==> src/rtl/exu_lsu_pkg.sv <==
// ---------------------------------------------------------------------------
// exu_lsu_pkg : op codes, FSM encoding and helpers shared by the LSU files
// Rev 1.0
// ---------------------------------------------------------------------------
`default_nettype none

package exu_lsu_pkg;

    localparam int LSU_OP_WIDTH    = 4;
    localparam int LSU_STATE_WIDTH = 2;

    localparam logic [LSU_OP_WIDTH-1:0] LSU_NONE = 4'd0;
    localparam logic [LSU_OP_WIDTH-1:0] LSU_LB   = 4'd1;
    localparam logic [LSU_OP_WIDTH-1:0] LSU_LH   = 4'd2;
    localparam logic [LSU_OP_WIDTH-1:0] LSU_LW   = 4'd3;
    localparam logic [LSU_OP_WIDTH-1:0] LSU_LBU  = 4'd4;
    localparam logic [LSU_OP_WIDTH-1:0] LSU_LHU  = 4'd5;
    localparam logic [LSU_OP_WIDTH-1:0] LSU_SB   = 4'd6;
    localparam logic [LSU_OP_WIDTH-1:0] LSU_SH   = 4'd7;
    localparam logic [LSU_OP_WIDTH-1:0] LSU_SW   = 4'd8;

    typedef enum logic [LSU_STATE_WIDTH-1:0] {
        ST_IDLE = 2'd0,
        ST_REQ  = 2'd1,
        ST_WAIT = 2'd2,
        ST_DONE = 2'd3
    } lsu_state_e;

    function automatic logic lsu_is_store(input logic [LSU_OP_WIDTH-1:0] op);
        return (op == LSU_SB) || (op == LSU_SH) || (op == LSU_SW);
    endfunction

endpackage

`default_nettype wire

==> src/rtl/exu_lsu_if.sv <==
// ---------------------------------------------------------------------------
// exu_lsu_if : data-memory request/response port of the load/store unit
// Rev 1.0
// ---------------------------------------------------------------------------
`default_nettype none

interface exu_lsu_if #(
    parameter int DATA_W = 32,
    parameter int STRB_W = DATA_W / 8
);
    logic              req_valid;
    logic              req_ready;
    logic              req_wen;
    logic [DATA_W-1:0] req_addr;
    logic [DATA_W-1:0] req_wdata;
    logic [STRB_W-1:0] req_wmask;
    logic              resp_valid;
    logic [DATA_W-1:0] resp_data;

    modport master (
        output req_valid, req_wen, req_addr, req_wdata, req_wmask,
        input  req_ready, resp_valid, resp_data
    );

    modport slave (
        input  req_valid, req_wen, req_addr, req_wdata, req_wmask,
        output req_ready, resp_valid, resp_data
    );
endinterface

`default_nettype wire

==> src/rtl/exu_lsu_align.sv <==
// ---------------------------------------------------------------------------
// exu_lsu_align : byte-lane steering, load extension and access legality check
// Rev 1.0
// ---------------------------------------------------------------------------
`default_nettype none

module exu_lsu_align
    import exu_lsu_pkg::*;
#(
    parameter int DATA_W = 32,
    parameter int STRB_W = DATA_W / 8
) (
    input  logic [LSU_OP_WIDTH-1:0] i_op,
    input  logic [1:0]              i_addr_lo,
    input  logic [DATA_W-1:0]       i_wdata,
    input  logic [DATA_W-1:0]       i_resp,
    output logic [STRB_W-1:0]       o_wmask,
    output logic [DATA_W-1:0]       o_wdata,
    output logic [DATA_W-1:0]       o_rdata,
    output logic                    o_err
);

    logic [7:0]  w_byte;
    logic [15:0] w_half;

    assign w_byte = i_resp[{i_addr_lo, 3'b000} +: 8];
    assign w_half = i_addr_lo[1] ? i_resp[16 +: 16] : i_resp[0 +: 16];

    // Reserved codes fall into default and flag an error with no lanes enabled.
    always_comb begin
        o_wmask = '0;
        o_wdata = '0;
        o_rdata = '0;
        o_err   = 1'b0;
        case (i_op)
            LSU_NONE: ;
            LSU_LB:   o_rdata = {{(DATA_W-8){w_byte[7]}}, w_byte};
            LSU_LBU:  o_rdata = {{(DATA_W-8){1'b0}}, w_byte};
            LSU_LH: begin
                o_err   = i_addr_lo[0];
                o_rdata = {{(DATA_W-16){w_half[15]}}, w_half};
            end
            LSU_LHU: begin
                o_err   = i_addr_lo[0];
                o_rdata = {{(DATA_W-16){1'b0}}, w_half};
            end
            LSU_LW: begin
                o_err   = |i_addr_lo;
                o_rdata = i_resp;
            end
            LSU_SB: begin
                o_wmask = STRB_W'(1) << i_addr_lo;
                o_wdata = {STRB_W{i_wdata[7:0]}};
            end
            LSU_SH: begin
                o_err   = i_addr_lo[0];
                o_wmask = i_addr_lo[1] ? STRB_W'(4'b1100) : STRB_W'(4'b0011);
                o_wdata = {(STRB_W/2){i_wdata[15:0]}};
            end
            LSU_SW: begin
                o_err   = |i_addr_lo;
                o_wmask = '1;
                o_wdata = i_wdata;
            end
            default:  o_err = 1'b1;
        endcase
    end

endmodule

`default_nettype wire

==> src/rtl/exu_lsu.sv <==
// ---------------------------------------------------------------------------
// exu_lsu : single-outstanding load/store unit with request/response memory port
// Rev 1.0
// ---------------------------------------------------------------------------
`default_nettype none

module exu_lsu
    import exu_lsu_pkg::*;
#(
    parameter int DATA_W = 32,
    parameter int STRB_W = DATA_W / 8
) (
    input  logic                    clk,
    input  logic                    rst_n,
    input  logic                    i_in_valid,
    output logic                    o_in_ready,
    input  logic [LSU_OP_WIDTH-1:0] i_lsu_op,
    input  logic [DATA_W-1:0]       i_addr,
    input  logic [DATA_W-1:0]       i_wdata,
    output logic                    o_out_valid,
    input  logic                    i_out_ready,
    output logic [DATA_W-1:0]       o_rdata,
    output logic                    o_err,
    exu_lsu_if.master               mem
);

    lsu_state_e              r_state;
    lsu_state_e              w_state_nxt;
    logic [LSU_OP_WIDTH-1:0] r_op;
    logic [DATA_W-1:0]       r_addr;
    logic [DATA_W-1:0]       r_wdata;
    logic [DATA_W-1:0]       r_rdata;
    logic                    r_err;

    logic                    w_idle;
    logic                    w_accept;
    logic                    w_req_valid;
    logic                    w_in_ready;
    logic                    w_out_valid;
    logic [LSU_OP_WIDTH-1:0] w_al_op;
    logic [1:0]              w_al_addr_lo;
    logic [DATA_W-1:0]       w_al_wdata;
    logic [STRB_W-1:0]       w_al_wmask;
    logic [DATA_W-1:0]       w_al_wdata_lane;
    logic [DATA_W-1:0]       w_al_rdata;
    logic                    w_al_err;

    assign w_idle   = (r_state == ST_IDLE);
    assign w_accept = i_in_valid && w_idle;

    // In IDLE the aligner judges the incoming op; afterwards it works off the latched copy.
    assign w_al_op      = w_idle ? i_lsu_op    : r_op;
    assign w_al_addr_lo = w_idle ? i_addr[1:0] : r_addr[1:0];
    assign w_al_wdata   = w_idle ? i_wdata     : r_wdata;

    exu_lsu_align #(
        .DATA_W (DATA_W),
        .STRB_W (STRB_W)
    ) u_align (
        .i_op      (w_al_op),
        .i_addr_lo (w_al_addr_lo),
        .i_wdata   (w_al_wdata),
        .i_resp    (mem.resp_data),
        .o_wmask   (w_al_wmask),
        .o_wdata   (w_al_wdata_lane),
        .o_rdata   (w_al_rdata),
        .o_err     (w_al_err)
    );

    always_ff @(posedge clk or negedge rst_n) begin
        if (!rst_n) begin
            r_state <= ST_IDLE;
        end else begin
            r_state <= w_state_nxt;
        end
    end

    always_comb begin
        w_state_nxt = r_state;
        w_in_ready  = 1'b0;
        w_out_valid = 1'b0;
        w_req_valid = 1'b0;
        case (r_state)
            ST_IDLE: begin
                w_in_ready = 1'b1;
                if (i_in_valid) begin
                    w_state_nxt = (w_al_err || (i_lsu_op == LSU_NONE)) ? ST_DONE : ST_REQ;
                end
            end
            ST_REQ: begin
                w_req_valid = 1'b1;
                if (mem.req_ready) w_state_nxt = ST_WAIT;
            end
            ST_WAIT: begin
                if (mem.resp_valid) w_state_nxt = ST_DONE;
            end
            ST_DONE: begin
                w_out_valid = 1'b1;
                if (i_out_ready) w_state_nxt = ST_IDLE;
            end
            default: w_state_nxt = ST_IDLE;
        endcase
    end

    always_ff @(posedge clk or negedge rst_n) begin
        if (!rst_n) begin
            r_op    <= LSU_NONE;
            r_addr  <= '0;
            r_wdata <= '0;
            r_rdata <= '0;
            r_err   <= 1'b0;
        end else begin
            if (w_accept) begin
                r_op    <= i_lsu_op;
                r_addr  <= i_addr;
                r_wdata <= i_wdata;
                r_rdata <= '0;
                r_err   <= w_al_err;
            end
            if ((r_state == ST_WAIT) && mem.resp_valid) begin
                r_rdata <= w_al_rdata;
            end
        end
    end

    assign o_in_ready  = w_in_ready;
    assign o_out_valid = w_out_valid;
    assign o_rdata     = r_rdata;
    assign o_err       = r_err;

    // Request fields are forced to zero outside REQ so the bus never shows stale values.
    assign mem.req_valid = w_req_valid;
    assign mem.req_wen   = w_req_valid && lsu_is_store(r_op);
    assign mem.req_addr  = w_req_valid ? {r_addr[DATA_W-1:2], 2'b00} : '0;
    assign mem.req_wdata = w_req_valid ? w_al_wdata_lane : '0;
    assign mem.req_wmask = w_req_valid ? w_al_wmask : '0;

endmodule

`default_nettype wire

==> src/flat_wrapper.sv <==
// flat-port wrapper written by rule: the top's interface ports become plain ports
module exu_lsu_flat import exu_lsu_pkg::*;
#(
    parameter int DATA_W = 32,
    parameter int STRB_W = DATA_W / 8
)
  (clk, rst_n, i_in_valid, o_in_ready, i_lsu_op, i_addr, i_wdata, o_out_valid, i_out_ready, o_rdata, o_err, mem_req_valid, mem_req_wen, mem_req_addr, mem_req_wdata, mem_req_wmask, mem_req_ready, mem_resp_valid, mem_resp_data);
  exu_lsu_if #(.DATA_W(DATA_W), .STRB_W(STRB_W)) mem_i ();
  input  logic clk;
  input  logic rst_n;
  input  logic i_in_valid;
  output logic o_in_ready;
  input  logic [LSU_OP_WIDTH-1:0] i_lsu_op;
  input  logic [DATA_W-1:0] i_addr;
  input  logic [DATA_W-1:0] i_wdata;
  output logic o_out_valid;
  input  logic i_out_ready;
  output logic [DATA_W-1:0] o_rdata;
  output logic o_err;
  output wire logic [$bits(mem_i.req_valid)-1:0] mem_req_valid;
  output wire logic [$bits(mem_i.req_wen)-1:0] mem_req_wen;
  output wire logic [$bits(mem_i.req_addr)-1:0] mem_req_addr;
  output wire logic [$bits(mem_i.req_wdata)-1:0] mem_req_wdata;
  output wire logic [$bits(mem_i.req_wmask)-1:0] mem_req_wmask;
  input wire logic [$bits(mem_i.req_ready)-1:0] mem_req_ready;
  input wire logic [$bits(mem_i.resp_valid)-1:0] mem_resp_valid;
  input wire logic [$bits(mem_i.resp_data)-1:0] mem_resp_data;
  assign mem_req_valid = mem_i.req_valid;
  assign mem_req_wen = mem_i.req_wen;
  assign mem_req_addr = mem_i.req_addr;
  assign mem_req_wdata = mem_i.req_wdata;
  assign mem_req_wmask = mem_i.req_wmask;
  assign mem_i.req_ready = mem_req_ready;
  assign mem_i.resp_valid = mem_resp_valid;
  assign mem_i.resp_data = mem_resp_data;
  exu_lsu #(.DATA_W(DATA_W), .STRB_W(STRB_W)) u_core (.clk(clk), .rst_n(rst_n), .i_in_valid(i_in_valid), .o_in_ready(o_in_ready), .i_lsu_op(i_lsu_op), .i_addr(i_addr), .i_wdata(i_wdata), .o_out_valid(o_out_valid), .i_out_ready(i_out_ready), .o_rdata(o_rdata), .o_err(o_err), .mem(mem_i));
endmodule
==> config.mk <==
export PLATFORM = sky130hd
export DESIGN_NAME = exu_lsu_flat
export DESIGN_NICKNAME = d
export VERILOG_FILES = /design/src/rtl/exu_lsu_pkg.sv /design/src/rtl/exu_lsu_if.sv /design/src/rtl/exu_lsu_align.sv /design/src/rtl/exu_lsu.sv /design/src/flat_wrapper.sv
export SDC_FILE = /design/constraint.sdc
export NUM_CORES = 1
export LEC_CHECK = 0
export ABC_AREA = 1
export BUFFER_PORTS_ARGS = -buffer_cell sky130_fd_sc_hd__buf_4
export CAP_MARGIN = 20
export CORE_ASPECT_RATIO = 0.75
export CORE_MARGIN = 2
export CORE_UTILIZATION = 56
export CTS_BUF_LIST = sky130_fd_sc_hd__clkbuf_16
export DETAILED_ROUTE_END_ITERATION = 6
export PLACE_DENSITY = 0.92
export SETUP_SLACK_MARGIN = 0.4
export SYNTH_ARGS = -nofsm -noshare
export SYNTH_HDL_FRONTEND = slang
export SYNTH_SLANG_ARGS = --single-unit
==> constraint.sdc <==
create_clock -name clk -period 4.1 [get_ports clk]
set_clock_uncertainty 0.05 [all_clocks]
set_input_delay 0.615 -clock clk [delete_from_list [all_inputs] [get_ports clk]]
set_output_delay 0.615 -clock clk [all_outputs]
set_load 0.05 [all_outputs]
# Word-level counts from Yosys, hierarchy flattened
# Cells that the tools add are included.
# Widths: inputs -> output; s select.
# classes
eq_ne	18
shifts	2
muxes	23
n_reduce_logical	15
# ops
op	count
$mux 32	5
$pmux 32 s5	1
$pmux 32 s3	1
$shiftx 32x6->8	1
$eq 4x3->1 const B	6
$mux 16	1
$mux 2	6
$mux 4	3
$pmux 4 s3	1
$eq 4x2->1 const B	2
$eq 4x4->1 const B	2
$logic_not 4->1	2
$ne 2x2->1 const B	4
$pmux 2 s4	1
$eq 2x2->1 const B	2
$eq 4x1->1 const B	1
$reduce_and 4->1	1
$reduce_or 2->1	2
$reduce_or 4->1	1
$shl 1x2->4 const A	1
$logic_and 1x1->1	3
$logic_or 1x1->1	3
$mux 1	3
$pmux 1 s3	1
other kinds (4)	4
# totals
ff_bits	103
inputBits	106

# Longest topological paths before layout
# depth
depth_word	9
ltp_mapped	16
mapped_depth_nobuf	14

# Hierarchy
# From an unflattened synthesis, not the netlist that was laid out.
# unflattened
hier_cells	953
hier_area_um2	6930.4
# modules_own_cells
module	n_inst	cells_per_inst	area_each_um2	seq_area_each_um2
exu_lsu	1	633	5241.3	2577.5
exu_lsu_align	1	320	1689.1	0.0

# Least setup slack after synthesis
# Ideal clock, no wire load.
# synth_timing
path_type	register to output
startpoint	register u_core.r_state[0]
endpoint	output mem_req_wdata[23]
arrival_time_ps	2980
required_time_ps	3435
setup_slack_ps	455
stages_incl_launch_ff	10
path_cell_list	dfrtp_1 inv_1 ha_1 buf_6 nand2_1 nand2_2 nand2_4 inv_1 nand2_1 o32ai_1
# synth_via
elab_chain_len	5
elab_cells_between_ends	10
classes_between	eq/ne: 4; mux: 5; reduce/logical: 1
# synth_rtl
element	line	source
start, declared	exu_lsu.sv:27	lsu_state_e r_state;
start signal, assigned	exu_lsu.sv:74	r_state <= w_state_nxt;
$logic_not 2->1	exu_lsu.sv:48	assign w_idle = (r_state == ST_IDLE);
$mux 4	exu_lsu.sv:52	assign w_al_op = w_idle ? i_lsu_op : r_op;
$eq 4x4->1 or $eq 4x3->1 (tied branches)	exu_lsu_align.sv:35	case (i_op)
$pmux 32 s3	exu_lsu_align.sv:35	
$mux 32 (*)	exu_lsu.sv:135	assign mem.req_wdata = w_req_valid ? w_al_wdata_lane : '0;
end, declared	flat_wrapper.sv:23	output wire logic [$bits(mem_i.req_wdata)-1:0] mem_req_wdata;
# Every way passes the cells marked *; elsewhere a longest branch is shown, timed or not.

# Final worst setup path
# layout_timing
startpoint	register u_core.r_state[1]
endpoint	output mem_req_wmask[2]
# layout_via
elab_chain_len	5
elab_cells_between_ends	12
classes_between	eq/ne: 4; shift: 1; mux: 6; reduce/logical: 1
# layout_rtl
element	line	source
$logic_not 2->1	exu_lsu.sv:48	
$mux 4 or $mux 2 (tied branches)	exu_lsu.sv:52, exu_lsu.sv:53	
$eq 4x4->1 (tied with other cells)	exu_lsu_align.sv:35	
$pmux 4 s3	exu_lsu_align.sv:35	
$mux 4 (*)	exu_lsu.sv:136	assign mem.req_wmask = w_req_valid ? w_al_wmask : '0;
end, declared	flat_wrapper.sv:24	output wire logic [$bits(mem_i.req_wmask)-1:0] mem_req_wmask;
# Marks and branches as above.

==> impl_metrics.ini <==
[status]
outcome = completed

[timing]
setup_violations = 0
period_share = 0.830
rsz0062_at_grt = no
fin_crit_ps = 3400
relSlewSlack = 0.359
hold_viol = 0
fmax_ghz = 0.294
tightest_slew_ps = 960
slew_violations = 0
fin_setup_tns_ps = 0
setup_ws_ps = 696

[cts]
htree_levels = 3
hold_buffers = 0
post_cts_buffers = 0
clk_latency_ps = 350
clkTransAtPathRegs_ps = 80
cts_tree = yes
clkSinkCount = 103
numCtsBuffers = 9
clk_path_buf_depth = 2
clockRootBuffer = clkbuf_16
cts_resized = 0

[yosys]
ys_seq_area_frac = 0.401
synth.area.top_cells = dfrtp_1 40%, nand2_1 27%, inv_1 7.2%
yosys_warnings = 0
syn_avg_cell_area_um2 = 6.55
synth_top_area_frac = 0.401
postSynthCellCount = 981
synth_edf_count = 0
yosysUniqueCellTypes = 33
synth_top_area_cell = dfrtp_1
synth_flop_cell = dfrtp_1
ys_seq_elements = 103
syn_area_mm2 = 0.00642
async_flop_share = 1.00

[final_layout]
areaGrowthSynthToFinish_pct = 28.7
final_cells = 1304
mostFrequentLayoutCell = nand2_1
post-route-util = 0.747
antenna_cells = 0
layout.nets = 1269
final_cell_mix = 468 x nand2_1, 214 x buf_4, 122 x inv_1, 103 x dfrtp_1, 81 x o21ai_0
layout-drive-gt1-share = 0.241

[worst_hold_path]
hold_path_class = in -> async

[worst_setup_path]
path_class = reg -> out
worstRegToRegCells = 13
path_cells = inv_1 -> ha_4 -> buf_6 -> nand2_1 -> o21ai_4 -> nand2_4 -> nor2_8 -> inv_2 -> o31ai_1 -> nand2_1 -> inv_1 -> buf_4
path_max_fanout = 52
cpPeakStageDelay_ps = 420
end_kind = primary output
crit_start = u_core.r_state[1]
reg2reg_from = u_core.r_state[1]
start_kind = register
cp.required_ps = 3430
critPathCapture = mem_req_wmask[2]
r2r_slack_ps = 1520
crit_arrival_ps = 2740
r2r_end = u_core.o_rdata[17]
crit_slowest_cell = dfrtp_1

[global_routing]
antenna_found_initial = 0
grt_pass1_vias = 6031
grt_pass1_wl_mm = 29.2
grt_usage = 0.295
grt-ovfl-total = 0
grt_max_degree = 59

[placed_design]
dp_hpwl_mm = 13.4
place_congestion = 0.916
io_buffers = 208
dp_cells = 1288
place_ws_ps = 844

[route]
routed_wl_mm = 18.1
drtPass1Iterations = 6
vias_per_cell = 5.11
drt_iter0_markers = 547
antenna_left = 0
wl_per_cell_um = 13.8
num_vias = 6662
drc = 0

[die]
io-pin-count = 211
design.die.area_mm2 = 0.0123
die_w_um = 128
dieHeight_um = 96.7
rows = 33
coreArea_mm2 = 0.0111
start_util = 0.580

[power]
power_density_mw_per_mm2 = 802
power_uw = 6620
ir_drop_uv = 451
power.leakage_uw = 0.00501

[flow_run]
maxCapViolCount = 0
## cells in the mapped netlist, types with 2 or more instances
master,n
ha_1,4
nand2_2,23
nor2_1,27
clkbuf_1,20
o31ai_1,3
buf_1,7
inv_1,123
buf_4,6
nand2_1,469
o21ai_0,81
inv_2,6
nand2_4,4
o22ai_1,2
buf_6,6
o21ai_2,2
a21oi_1,10
o211ai_1,9
buf_2,10
dfrtp_1,103
nor4_1,2
nor2_4,4
nand3_1,45
o21ai_1,4
o21ai_4,2
## cell families after synthesis
| logic type | share of synthesized area |
|---|---|
| AO/OA/AOI/OAI | 0.100 |
| adder cells (fa/ha/maj) | 0.00779 |
| flip-flops | 0.401 |
| AND/OR/NAND/NOR | 0.370 |
| other | 0.000584 |
| buffers and inverters | 0.120 |
## state kept, by name, summed over array words and instances (netlist names)
name,flops
u_core.o_err,1
u_core.r_state,2
u_core.r_addr,32
u_core.r_wdata,32
u_core.r_op,4
u_core.o_rdata,32
## where the power goes
| group | switching (uW) | total, uW | internal (uW) |
|---|---|---|---|
| Clock | 414 | 840 | 426 |
| Sequential | 238 | 1700 | 1460 |
| Combinational | 2920 | 4090 | 1170 |
## per-layer routing
metal | wire (um) | global-route usage | up-vias
li1 | - | - | 3321
met1 | 7980 | 0.418 | 2958
met2 | 7930 | 0.442 | 352
met3 | 1790 | 0.0758 | 31
met4 | 357 | 0.0964 | 0
met5 | 0 | 0 | -
## critical path, delay by kind of cell, from the launching register on
| kind | cells | cell delay, ps |
|---|---|---|
| simple gates | 4 | 510 |
| flops | 1 | 420 |
| compound gates | 2 | 370 |
| fa+ha+maj | 1 | 270 |
| buf+inv | 5 | 790 |
## cell type report
type,count,area (um^2)
Multi-Input combinational cell,698,3100
Fill cell,904,2800
Sequential cell,103,2580
Timing Repair Buffer,215,1620
Inverter,132,505
Clock buffer,9,225
Tap cell,140,175
Clock inverter,7,65.1
## worst min path at each step
stage / to / slack (ps) / startpoint
finish: u_core.r_wdata[11] / 230 / rst_n
floorplan: u_core.o_err / 270 / rst_n
CTS: u_core.r_wdata[2] / 260 / rst_n
global placement: u_core.r_addr[7] / 410 / u_core.r_addr[7]
detailed placement: u_core.r_addr[24] / 420 / u_core.r_addr[24]
global route: u_core.r_wdata[11] / 280 / rst_n
## through the flow
| stage | hold WS [ps] | area [um^2] |
|---|---|---|
| final | 230 | 8260 |
| after detailed placement | 416 | 7960 |
| after floorplan | 269 | 6420 |
| after CTS | 257 | 8250 |
| after global placement | 414 | 7960 |
| after global routing | 277 | 8260 |
No activity file was read; power rests on OpenSTA's default activity.
